### src/rtl/uart_word_rx_pkg.sv
// Shared definitions for the UART word receiver.
//   rx_state_e : receive FSM state encoding
//   DATA_BITS  : data bits per frame (8N1 framing)
//   STOP_BITS  : stop bits per frame
//   clog2()    : ceiling log2 for counter widths (minimum result 1)
package uart_word_rx_pkg;

    typedef enum logic [2:0] {
        ST_IDLE      = 3'd0,
        ST_START     = 3'd1,
        ST_DATA      = 3'd2,
        ST_STOP      = 3'd3,
        ST_WAIT_IDLE = 3'd4
    } rx_state_e;

    localparam int DATA_BITS = 8;
    localparam int STOP_BITS = 1;

    function automatic int clog2(input int value);
        int result;
        int v;
        result = 0;
        v = value - 1;
        while (v > 0) begin
            result = result + 1;
            v = v >> 1;
        end
        return (result < 1) ? 1 : result;
    endfunction

endpackage

### src/rtl/uart_byte_rx.sv
// 8N1 UART byte receiver: 2-flop synchroniser, frame FSM, byte strobe and
// frame error strobe.
// Ports:
//   clk, rst         : clock, async active-high reset
//   rx               : asynchronous serial input, idle high
//   byte_out         : last accepted byte (held)
//   byte_valid       : one-cycle pulse when byte_out updates
//   frame_err        : one-cycle pulse when the stop bit is sampled low
//   in_idle          : FSM is in IDLE
//   start_det        : start edge seen this cycle (IDLE and line low)
//   accept           : this cycle's stop sample accepts the byte
//   reject           : this cycle's stop sample is a framing error
//   accept_data      : byte being accepted (valid with accept)
//
// state      | meaning
// IDLE       | line idle, waiting for a low level
// START      | timing to the middle of the start bit
// DATA       | sampling 8 data bits LSB first, one per bit time
// STOP       | timing to the middle of the stop bit
// WAIT_IDLE  | framing error seen, waiting for the line to return high
module uart_byte_rx
    import uart_word_rx_pkg::*;
#(
    parameter int CLKS_PER_BIT = 868
) (
    input  logic       clk,
    input  logic       rst,
    input  logic       rx,
    output logic [7:0] byte_out,
    output logic       byte_valid,
    output logic       frame_err,
    output logic       in_idle,
    output logic       start_det,
    output logic       accept,
    output logic       reject,
    output logic [7:0] accept_data
);

    localparam int CNT_W = clog2(CLKS_PER_BIT);
    localparam logic [CNT_W-1:0] HALF_M1 = CNT_W'(CLKS_PER_BIT / 2 - 1);
    localparam logic [CNT_W-1:0] FULL_M1 = CNT_W'(CLKS_PER_BIT - 1);
    localparam logic [2:0]       LAST_BIT = 3'(DATA_BITS - 1);

    logic [1:0]       sync_q;
    logic             rx_s;
    rx_state_e        state_q, state_d;
    logic [CNT_W-1:0] cnt_q, cnt_d;
    logic [2:0]       bit_idx_q, bit_idx_d;
    logic [7:0]       shift_q, shift_d;
    logic [7:0]       byte_out_q, byte_out_d;
    logic             byte_valid_q, byte_valid_d;
    logic             frame_err_q, frame_err_d;

    assign rx_s = sync_q[1];

    always_comb begin
        state_d      = state_q;
        cnt_d        = cnt_q;
        bit_idx_d    = bit_idx_q;
        shift_d      = shift_q;
        byte_out_d   = byte_out_q;
        byte_valid_d = 1'b0;
        frame_err_d  = 1'b0;
        case (state_q)
            ST_IDLE: begin
                if (!rx_s) begin
                    state_d = ST_START;
                    cnt_d   = '0;
                end
            end
            ST_START: begin
                if (cnt_q == HALF_M1) begin
                    cnt_d     = '0;
                    bit_idx_d = '0;
                    state_d   = rx_s ? ST_IDLE : ST_DATA;
                end else begin
                    cnt_d = cnt_q + 1'b1;
                end
            end
            ST_DATA: begin
                if (cnt_q == FULL_M1) begin
                    cnt_d              = '0;
                    shift_d[bit_idx_q] = rx_s;
                    bit_idx_d          = bit_idx_q + 3'd1;
                    if (bit_idx_q == LAST_BIT) begin
                        state_d = ST_STOP;
                    end
                end else begin
                    cnt_d = cnt_q + 1'b1;
                end
            end
            ST_STOP: begin
                if (cnt_q == FULL_M1) begin
                    cnt_d = '0;
                    if (rx_s) begin
                        byte_out_d   = shift_q;
                        byte_valid_d = 1'b1;
                        state_d      = ST_IDLE;
                    end else begin
                        frame_err_d = 1'b1;
                        state_d     = ST_WAIT_IDLE;
                    end
                end else begin
                    cnt_d = cnt_q + 1'b1;
                end
            end
            ST_WAIT_IDLE: begin
                if (rx_s) begin
                    state_d = ST_IDLE;
                end
            end
            default: state_d = ST_IDLE;
        endcase
    end

    // Synchroniser presets high so reset release never looks like a start bit.
    always_ff @(posedge clk or posedge rst) begin
        if (rst) begin
            sync_q       <= 2'b11;
            state_q      <= ST_IDLE;
            cnt_q        <= '0;
            bit_idx_q    <= '0;
            shift_q      <= '0;
            byte_out_q   <= '0;
            byte_valid_q <= 1'b0;
            frame_err_q  <= 1'b0;
        end else begin
            sync_q       <= {sync_q[0], rx};
            state_q      <= state_d;
            cnt_q        <= cnt_d;
            bit_idx_q    <= bit_idx_d;
            shift_q      <= shift_d;
            byte_out_q   <= byte_out_d;
            byte_valid_q <= byte_valid_d;
            frame_err_q  <= frame_err_d;
        end
    end

    assign byte_out    = byte_out_q;
    assign byte_valid  = byte_valid_q;
    assign frame_err   = frame_err_q;
    assign in_idle     = (state_q == ST_IDLE);
    assign start_det   = (state_q == ST_IDLE) && !rx_s;
    assign accept      = (state_q == ST_STOP) && (cnt_q == FULL_M1) && rx_s;
    assign reject      = (state_q == ST_STOP) && (cnt_q == FULL_M1) && !rx_s;
    assign accept_data = shift_q;

endmodule

### src/rtl/uart_word_rx.sv
// UART word receiver: assembles four consecutive bytes little-endian into a
// 32-bit word and discards a partial word after an idle timeout.
// Ports:
//   clk, rst    : clock, async active-high reset
//   rx          : asynchronous serial input, idle high
//   byte_out    : last received byte; byte_valid pulses when it updates
//   word_out    : last assembled word (first byte in [7:0]); word_valid pulses
//   frame_err   : pulse, stop bit sampled low (partial word dropped)
//   timeout     : pulse, partial word dropped after idle timeout
//   byte_idx    : bytes held toward the next word (0..3)
module uart_word_rx
    import uart_word_rx_pkg::*;
#(
    parameter int CLKS_PER_BIT = 868,
    parameter int TIMEOUT_BITS = 32
) (
    input  logic        clk,
    input  logic        rst,
    input  logic        rx,
    output logic [7:0]  byte_out,
    output logic        byte_valid,
    output logic [31:0] word_out,
    output logic        word_valid,
    output logic        frame_err,
    output logic        timeout,
    output logic [1:0]  byte_idx
);

    localparam int IDLE_W = clog2(TIMEOUT_BITS * CLKS_PER_BIT + 1);
    localparam logic [IDLE_W-1:0] IDLE_LIMIT_M1 = IDLE_W'(TIMEOUT_BITS * CLKS_PER_BIT - 1);

    logic        in_idle;
    logic        start_det;
    logic        accept;
    logic        reject;
    logic [7:0]  accept_data;

    logic [23:0]       hold_q, hold_d;
    logic [1:0]        byte_idx_q, byte_idx_d;
    logic [31:0]       word_out_q, word_out_d;
    logic              word_valid_q, word_valid_d;
    logic              timeout_q, timeout_d;
    logic [IDLE_W-1:0] idle_cnt_q, idle_cnt_d;

    uart_byte_rx #(
        .CLKS_PER_BIT(CLKS_PER_BIT)
    ) u_byte_rx (
        .clk        (clk),
        .rst        (rst),
        .rx         (rx),
        .byte_out   (byte_out),
        .byte_valid (byte_valid),
        .frame_err  (frame_err),
        .in_idle    (in_idle),
        .start_det  (start_det),
        .accept     (accept),
        .reject     (reject),
        .accept_data(accept_data)
    );

    // Acting on the pre-register accept strobe keeps word_valid and byte_idx
    // aligned with the sub-module's registered byte_valid.
    always_comb begin
        hold_d       = hold_q;
        byte_idx_d   = byte_idx_q;
        word_out_d   = word_out_q;
        word_valid_d = 1'b0;
        timeout_d    = 1'b0;
        idle_cnt_d   = idle_cnt_q;

        if (accept) begin
            case (byte_idx_q)
                2'd0:    hold_d[7:0]   = accept_data;
                2'd1:    hold_d[15:8]  = accept_data;
                2'd2:    hold_d[23:16] = accept_data;
                default: begin
                    word_out_d   = {accept_data, hold_q};
                    word_valid_d = 1'b1;
                end
            endcase
            byte_idx_d = byte_idx_q + 2'd1;
        end else if (reject) begin
            byte_idx_d = 2'd0;
        end

        // accept/reject only occur outside IDLE, so they never meet a timeout.
        if (!in_idle || start_det || (byte_idx_q == 2'd0)) begin
            idle_cnt_d = '0;
        end else if (idle_cnt_q == IDLE_LIMIT_M1) begin
            idle_cnt_d = '0;
            timeout_d  = 1'b1;
            byte_idx_d = 2'd0;
        end else begin
            idle_cnt_d = idle_cnt_q + 1'b1;
        end
    end

    always_ff @(posedge clk or posedge rst) begin
        if (rst) begin
            hold_q       <= '0;
            byte_idx_q   <= '0;
            word_out_q   <= '0;
            word_valid_q <= 1'b0;
            timeout_q    <= 1'b0;
            idle_cnt_q   <= '0;
        end else begin
            hold_q       <= hold_d;
            byte_idx_q   <= byte_idx_d;
            word_out_q   <= word_out_d;
            word_valid_q <= word_valid_d;
            timeout_q    <= timeout_d;
            idle_cnt_q   <= idle_cnt_d;
        end
    end

    assign word_out   = word_out_q;
    assign word_valid = word_valid_q;
    assign timeout    = timeout_q;
    assign byte_idx   = byte_idx_q;

endmodule
### config.mk
export PLATFORM = sky130hd
export DESIGN_NAME = uart_word_rx
export DESIGN_NICKNAME = d
export VERILOG_FILES = /design/src/rtl/uart_word_rx_pkg.sv /design/src/rtl/uart_byte_rx.sv /design/src/rtl/uart_word_rx.sv
export SDC_FILE = /design/constraint.sdc
export NUM_CORES = 1
export LEC_CHECK = 0
export BUFFER_PORTS_ARGS = -buffer_cell sky130_fd_sc_hd__buf_2
export CAP_MARGIN = 30
export CORE_MARGIN = 2
export CORE_UTILIZATION = 50
export DETAILED_ROUTE_END_ITERATION = 16
export GPL_ROUTABILITY_DRIVEN = 0
export PLACE_DENSITY = 0.66
export SLEW_MARGIN = 25
export SYNTH_ARGS = -nofsm -noshare
export SYNTH_HDL_FRONTEND = slang
export SYNTH_HIERARCHICAL = 1
export SYNTH_SLANG_ARGS = --single-unit
export TNS_END_PERCENT = 10
### constraint.sdc
create_clock -name clk -period 3.5 [get_ports clk]
set_clock_uncertainty 0.1 [all_clocks]
set_input_delay 0.7 -clock clk [delete_from_list [all_inputs] [get_ports clk]]
set_output_delay 0.7 -clock clk [all_outputs]
set_load 0.005 [all_outputs]
==> results of run 1 <==
state kept, by name, indices dropped and copies added (netlist names):
register,count
u_byte_rx/cnt_q,10
hold_q,24
idle_cnt_q,15
u_byte_rx/accept_data,8
timeout,1
u_byte_rx/state_q,3
u_byte_rx/bit_idx_q,3
u_byte_rx/byte_valid,1
u_byte_rx/frame_err,1
byte_idx,2
word_valid,1
word_out,32
u_byte_rx/byte_out,8
u_byte_rx/sync_q,2
cell families after synthesis:
group           after synthesis  synth area share (%)
buf+inv                      28                  2.76
simple gates                122                  14.1
fa+ha+maj                     9                  2.30
flops                       111                  56.8
xor+xnor                     12                  2.15
mux                          74                  16.9
compound gates               34                  4.91
cells in the mapped netlist, types with 5 or more instances:
| master | n | area, um^2 |
|---|---|---|
| mux2_2 | 63 | 709 |
| nand2_1 | 26 | 97.6 |
| xor2_1 | 5 | 43.8 |
| xnor2_1 | 7 | 61.3 |
| ha_1 | 9 | 113 |
| buf_2 | 7 | 35.0 |
| a21oi_1 | 7 | 35.0 |
| nand3_1 | 9 | 45.0 |
| o21ai_0 | 10 | 50.1 |
| or3_1 | 5 | 31.3 |
| nor2_1 | 31 | 116 |
| dfrtp_1 | 109 | 2730 |
| nor3_1 | 10 | 50.1 |
| inv_1 | 16 | 60.1 |
| mux2_1 | 7 | 78.8 |
| nand4_1 | 12 | 75.1 |
power groups by stage:
stage / Combinational [uW] / Clock (uW) / Sequential [uW]
2_1_floorplan: 21.9 / 0 / 1310
3_3_place_gp: 31.6 / 0 / 1310
3_5_place_dp: 32.6 / 0 / 1310
4_1_cts: 32.7 / 831 / 1290
5_1_grt: 36.7 / 880 / 1290
6_report: 30.1 / 803 / 1290
per-stage QoR:
stage	hold WS, ns	instances	power, uW
global placement	0.247	563	1340
CTS	0.263	579	2150
finish	0.262	579	2120
global route	0.272	579	2200
floorplan	0.245	390	1330
detailed placement	0.247	563	1340
worst paths after layout:
kind,slack (ns),depth (start not counted),to
setup / recovery,0.58,7,hold_q[0]
hold / removal,0.26,0,u_byte_rx/sync_q[1]
setup reg to reg,0.58,7,hold_q[0]
hold reg to reg,0.26,0,u_byte_rx/sync_q[1]
max in group asynchronous,2.44,3,timeout
min in group asynchronous,0.35,3,u_byte_rx/accept_data[4]
critical path, cell delays in order, from the launching register on:
cell      delay (ns)
dfrtp_1         0.44
ha_1            0.23
and4bb_2        0.35
nand3_1         0.09
or3_1           0.43
nor2_1          0.40
nand2_1         0.39
mux2_2          0.38
cell type report:
| class | count | area [um^2] | share of cell area, % |
|---|---|---|---|
| repair buffers | 52 | 274 | 5.01 |
| clock buffers | 9 | 124 | 2.26 |
| flip-flops and latches | 111 | 2780 | 50.8 |
| inverters | 16 | 60.1 | 1.10 |
| multi-input cells | 251 | 1980 | 36.1 |
| clock inverters | 7 | 91.3 | 1.67 |
| well taps | 133 | 166 | 3.04 |
routing by layer:
metal | part of all wire [%] | routed length, um | track usage (%) | up-vias
met3 | 3.1 | 279 | 2.85 | 12
li1 | - | - | - | 1479
met1 | 47 | 4190 | 24.4 | 1574
met2 | 48 | 4300 | 28.6 | 54
met5 | 0 | 0 | 0 | -
met4 | 1.3 | 116 | 6.88 | 0
==> flow_summary.toml, run 1 <==
[clock_tree]
holdBufCountCts = 0
clock_latency_ns = 0.37
cts_setup_buffers = 0
path_clk_slew_ns = 0.10
numCtsBuffers = 9
cts-resized-gates = 0
clock-sinks = 111
cts_buffer_depth = 2
cts_tree = "done"
cts-htree-levels = 3
cts_root_buf = "clkbuf_8"

[power]
switching_power_uw = 484
pwr-share-comb_pct = 1.4
power_switching_share_pct = 22.9
power_density_mw_per_mm2 = 387
leakage_uw = 0.00272
p_seq_share_pct = 60.7
clkPwrFrac_pct = 37.9
vdd_drop_max_v = 0.000181
intPower_uw = 1630

[synthesis]
syn_nets = 402
synth.ff_latch_count = 111
syn_area_mm2 = 0.00489
yosysWarnings = 6
ys_async_sr_fraction_pct = 100
synth_area_per_cell_um2 = 12.5
synth_edf_count = 0
synth_cells = 390
yosysUniqueCellTypes = 58
ys_seq_area_share_pct = 56.8
synthFlopType = "dfrtp_1"

[timing]
fin_ws_ns = 0.583
drv_slew = 0
period_needed_ns = 2.92
rsz0062_at_grt = "no"
setup_viol = 0
slew_headroom_pct = 55.3
final-hold-violation-count = 0
fmax_ghz = 0.343
fin_setup_tns_ns = 0
finalCritPeriodShare_pct = 83.3
tightest_slew_ns = 0.670

[critical_path]
crit_path_end_kind = "register"
crit_type = "reg -> reg"
startpoint = "u_byte_rx/cnt_q[0]"
cp_max_fo = 8
timing.rr.start = "u_byte_rx/cnt_q[0]"
arrival_ns = 3.07
startpoint_type = "register"
crit_required_ns = 3.65

[routing]
drc = 0
wire_per_inst_um = 15.3
vias = 3119
vias_per_cell = 5.39
postRouteAntennaNets = 0
drt_pass1_iterations = 4
drtIter0Drc = 128
routed_wirelength_um = 8890

[worst_hold_path]
min_from = "u_byte_rx/sync_q[0]"
hp-class = "reg -> reg"

[floorplan]
fp.dieW_um = 103
core-area_mm2 = 0.00964
initial_core_util_pct = 50.8
die_h_um = 103
ioPinCount = 49
rows = 36
dieArea_mm2 = 0.0106

[layout]
final_cell_mix = "dfrtp_1, mux2_2, buf_2"
nets = 453
fillers = 816
syn2layout_area_growth_pct = 11.9
fin_util_pct = 56.8
final_cell_area_mm2 = 0.00547
drive_gt1_share_pct = 33.6
layout_commonest_cell = "dfrtp_1"
antenna_cells = 0

[global_routing]
grt_pass1_wl_um = 14700
antenna_found_initial = 0
grt_pass1_vias = 2948
grt_max_degree = 76
grt-ovfl-total = 0
grt_usage_pct = 17.8

[status]
status = "finished clean"

[placed_design]
port_buffers = 48
preCtsSetupSlack_ns = 0.641
placed_area_mm2 = 0.00526
dp_hpwl_um = 6040

[job]
max_cap_violations = 0
(Power assumes the default switching activity.)
==> run 2: changes to the inputs <==
clock period = 2.7 ns   (was 3.5 ns; I/O delays follow)
==> run 2 against run 1 <==
Sequential power grew 29%; global-route usage rose by 0.63 points; highest routed layer unchanged; maximum frequency grew 16%; first-iteration DRC count down 47%; sequential cell count unchanged; sequential share of layout area fell by 0.27 points; critical endpoint unchanged.
==> flow_summary.toml, run 2 (synthesized netlist as in run 1, its figures left out) <==
[power]
vdd_drop_max_v = 0.000301
leakage_uw = 0.00274
clkPwrFrac_pct = 35.1
switching_power_uw = 609
intPower_uw = 2020
finalPower_uw = 2630
p_seq_share_pct = 63.4
power_switching_share_pct = 23.2
pwr-share-comb_pct = 1.5
power_density_mw_per_mm2 = 478

[global_routing]
grt_usage_pct = 18.4
grt-ovfl-total = 0
grt_pass1_wl_um = 15100
grt_pass1_vias = 2969
grt_max_degree = 76
antenna_found_initial = 0

[timing]
slew_headroom_pct = 62.9
final-hold-violation-count = 0
hold_slack_ns = 0.140
drv_slew = 0
fmax_ghz = 0.396
period_needed_ns = 2.52
fin_setup_tns_ns = 0
fin_ws_ns = 0.177
tightest_slew_ns = 0.555
finalCritPeriodShare_pct = 93.4
setup_viol = 0
rsz0062_at_grt = "no"

[floorplan]
fp.dieW_um = 103
ioPinCount = 49
rows = 36
die_h_um = 103
dieArea_mm2 = 0.0106
initial_core_util_pct = 50.8
core-area_mm2 = 0.00964

[layout]
final_cell_mix = "dfrtp_1, mux2_2, buf_2"
nets = 458
antenna_cells = 0
fillers = 844
layout_commonest_cell = "dfrtp_1"
syn2layout_area_growth_pct = 12.5
largest_register_ffs = 32
drive_gt1_share_pct = 34.8

[clock_tree]
holdBufCountCts = 0
path_clk_slew_ns = 0.11
cts_setup_buffers = 0
cts_buffer_depth = 2
cts-htree-levels = 3
cts_root_buf = "clkbuf_8"
numCtsBuffers = 9
clock_latency_ns = 0.37
clock-sinks = 111
cts_tree = "done"

[routing]
vias = 3095
routed_wirelength_um = 9000
drc = 0
drtIter0Drc = 68
wire_per_inst_um = 15.4
vias_per_cell = 5.30
postRouteAntennaNets = 0
drt_pass1_iterations = 4

[critical_path]
crit_type = "reg -> reg"
cp_max_fo = 8
arrival_ns = 2.67
regToRegSetupSlack_ns = 0.18
startpoint = "u_byte_rx/cnt_q[1]"
crit_required_ns = 2.85
r2r_end = "hold_q[0]"
crit_end = "hold_q[0]"
crit_path_end_kind = "register"
startpoint_type = "register"
ff2ff_path_depth = 8
timing.rr.start = "u_byte_rx/cnt_q[1]"

[status]
status = "finished clean"

[job]
max_cap_violations = 0

[placed_design]
preCtsSetupSlack_ns = 0.0336
port_buffers = 48
dp_hpwl_um = 6250

[worst_hold_path]
hp-class = "in -> async"
[run 2: cell count changes in the layout (fill, tap and decap cells not counted)]
cell       previous run  this run
inv_6                 1         2
nand2_1              26        23
nand2_2               0         3
clkinv_2              0         1
buf_4                 3         7
clkinv_4              2         1
clkbuf_1              0         1
buf_12                0         1
inv_8                 1         0
bufinv_16             1         0
and4bb_4              0         1
and4bb_2              2         1
[run 2: area by class of cell]
class,count,area (um^2),share of cell area (%)
clock buffers,10,128,2.32
clock inverters,6,55.1,1.00
repair buffers,57,324,5.89
multi-input cells,251,1990,36.2
well taps,133,166,3.02
flip-flops and latches,111,2780,50.5
inverters,16,60.1,1.09
[run 2: what timing repair did]
action / CTS / global route
pin swaps: 0 / 0
endpoints found under the setup margin: 2 / 51
resized for setup: 1 / 4
[run 2: per-stage QoR]
stage / std cells / utilization (%) / area (um^2)
final: 584 / 57.1 / 5500
after global routing: 584 / 57.1 / 5500
after CTS: 584 / 57.0 / 5490
after detailed placement: 568 / 55.0 / 5310
after global placement: 568 / 55.0 / 5310
after floorplan: 390 / - / 4890
[run 2: metal layers]
layer / part of all wire, % / vias up / wire, um / global-route usage [%]
li1: - / 1500 / - / -
met1: 47 / 1540 / 4260 / 25.8
met2: 48 / 43 / 4320 / 29.6
met3: 2.7 / 12 / 239 / 2.31
met4: 2.0 / 0 / 177 / 7.09
met5: 0 / - / 0 / 0
[run 2: worst min path at each step]
stage / startpoint / end
2_1_floorplan: u_byte_rx/sync_q[0] / u_byte_rx/sync_q[1]
3_3_place_gp: u_byte_rx/sync_q[0] / u_byte_rx/sync_q[1]
3_5_place_dp: u_byte_rx/sync_q[0] / u_byte_rx/sync_q[1]
4_1_cts: rst / hold_q[6]
5_1_grt: rx / u_byte_rx/sync_q[0]
6_report: rst / word_out[7]
[run 2: power groups by stage]
stage / Combinational (uW) / Clock, uW / Sequential (uW)
final: 40.6 / 923 / 1670
after global routing: 49.6 / 1020 / 1670
after CTS: 44.1 / 961 / 1670
after detailed placement: 44.2 / 0 / 1700
after global placement: 43.1 / 0 / 1700
after floorplan: 28.4 / 0 / 1700
[run 2: critical path: stages, from the launching register on]
cell and delay [ns]:
dfrtp_1 0.42, ha_1 0.24, and4bb_4 0.31, nand3_1 0.09
or3_1 0.43, nor2_1 0.15, buf_4 0.17, nand2_2 0.16
mux2_2 0.32
==> run 3: changes to the inputs <==
CTS_BUF_LIST = sky130_fd_sc_hd__clkbuf_4 sky130_fd_sc_hd__clkbuf_8   (was unset)
==> run 3 against run 2 <==
Sequential power barely moved; worst hold slack is essentially flat; register-to-register slack gained 0.02 ns; critical path type unchanged; critical endpoint unchanged.
==> flow_summary.toml, run 3 (synthesized netlist as in run 1, its figures left out) <==
[critical_path]
crit_required_ns = 2.85
cp_max_fo = 8
arrival_ns = 2.66
slowest_delay_ns = 0.43
crit_slowest_cell = "or3_1"
cp_top_family = "simple AND/OR/NAND/NOR gates"
crit_buf_inv = 1
crit_path_end_kind = "register"
crit_chain = "ha_1, and4bb_4, nand3_1, or3_1, nor2_1, buf_4, nand2_2, mux2_2"
startpoint_type = "register"
crit_type = "reg -> reg"

[global_routing]
grt_pass1_wl_um = 15100
antenna_found_initial = 0
grt-ovfl-total = 0
grt_max_degree = 76
grt_usage_pct = 18.4
grt_pass1_vias = 2965

[status]
status = "finished clean"

[worst_hold_path]
hp-class = "in -> async"

[clock_tree]
cts-htree-levels = 3
cts_setup_buffers = 0
path_clk_slew_ns = 0.11
clock_latency_ns = 0.37
numCtsBuffers = 9
cts_buffer_depth = 2
cts_root_buf = "clkbuf_8"
clock-sinks = 111
holdBufCountCts = 0
cts_tree = "done"

[layout]
final_cell_mix = "dfrtp_1, mux2_2, buf_2"
drive_gt1_share_pct = 35.0
layout_commonest_cell = "dfrtp_1"
syn2layout_area_growth_pct = 12.5
final_cells = 584
largest_register_ffs = 32
fillers = 844
antenna_cells = 0
nets = 458

[floorplan]
fp.dieW_um = 103
die_h_um = 103
ioPinCount = 49
initial_core_util_pct = 50.8
core-area_mm2 = 0.00964
dieArea_mm2 = 0.0106
rows = 36

[power]
vdd_drop_max_v = 0.000301
leakage_uw = 0.00274
power_density_mw_per_mm2 = 479

[timing]
final-hold-violation-count = 0
finalCritPeriodShare_pct = 92.9
tightest_slew_ns = 0.562
slew_headroom_pct = 62.5
rsz0062_at_grt = "no"
fmax_ghz = 0.399
period_needed_ns = 2.51
fin_setup_tns_ns = 0
setup_viol = 0
drv_slew = 0

[routing]
wire_per_inst_um = 15.3
drtIter0Drc = 68
vias_per_cell = 5.28
drt_pass1_iterations = 4
vias = 3081
drc = 0
routed_wirelength_um = 8940
postRouteAntennaNets = 0

[placed_design]
port_buffers = 48
dp_hpwl_um = 6250
dp_cells = 568

[job]
max_cap_violations = 0
run 3: cell types whose count changed in the layout (fill, tap and decap cells not counted):
cell	previous run	this run
clkbuf_4	0	1
clkbuf_1	1	0
run 3: final timing paths:
check | from | endpoint | slack [ns] | cells after the start
min | rst | word_out[7] | 0.14 | 3
min reg2reg | u_byte_rx/sync_q[0] | u_byte_rx/sync_q[1] | 0.26 | 0
min in group clk | rx | u_byte_rx/sync_q[0] | 0.17 | 1
max in group asynchronous | rst | u_byte_rx/sync_q[0] | 1.97 | 3
max | u_byte_rx/cnt_q[1] | hold_q[0] | 0.19 | 8
max reg2reg | u_byte_rx/cnt_q[1] | hold_q[0] | 0.19 | 8
run 3: timing repair:
action,4_1_cts,5_1_grt
resized for setup,1,4
endpoints found under the hold margin,0,0
setup endpoints to repair,2,51
run 3: final cells by class:
class	instances	area (um^2)	area share, %
Sequential cell	111	2780	50.5
Tap cell	133	166	3.02
Multi-Input combinational cell	251	1990	36.1
Clock buffer	10	131	2.39
Timing Repair Buffer	57	324	5.89
Inverter	16	60.1	1.09
Clock inverter	6	55.1	1.00
run 3: power by group:
| group | switching [uW] | total (uW) | internal, uW |
|---|---|---|---|
| Combinational | 34.4 | 40.5 | 6.08 |
| Sequential | 2.92 | 1670 | 1660 |
| Clock | 571 | 932 | 361 |
| Total | 609 | 2640 | 2030 |
run 3: per-stage QoR:
step           area, um^2  hold WS, ns  total power, uW  worst slack (ns)  util, %
5_1_grt              5510        0.159             2750            0.0254     57.1
2_1_floorplan        4890        0.245             1730             0.150        -
3_5_place_dp         5310        0.248             1740            0.0336     55.0
4_1_cts              5490        0.155             2680            0.0595     57.0
3_3_place_gp         5310        0.247             1740             0.139     55.0
6_report             5510        0.140             2640             0.192     57.1
run 3: per-layer routing:
layer	global-route usage, %	wire length, um
met1	25.7	4230
met2	29.5	4310
met3	2.31	238
met4	7.09	161
met5	0	0
run 3: worst register-to-register path: cells and delay by family (launching register included):
family / cells / cell delay (ns)
simple gates: 5 / 1.15
flops: 1 / 0.42
mux: 1 / 0.32
fa+ha+maj: 1 / 0.23
buf+inv: 1 / 0.17
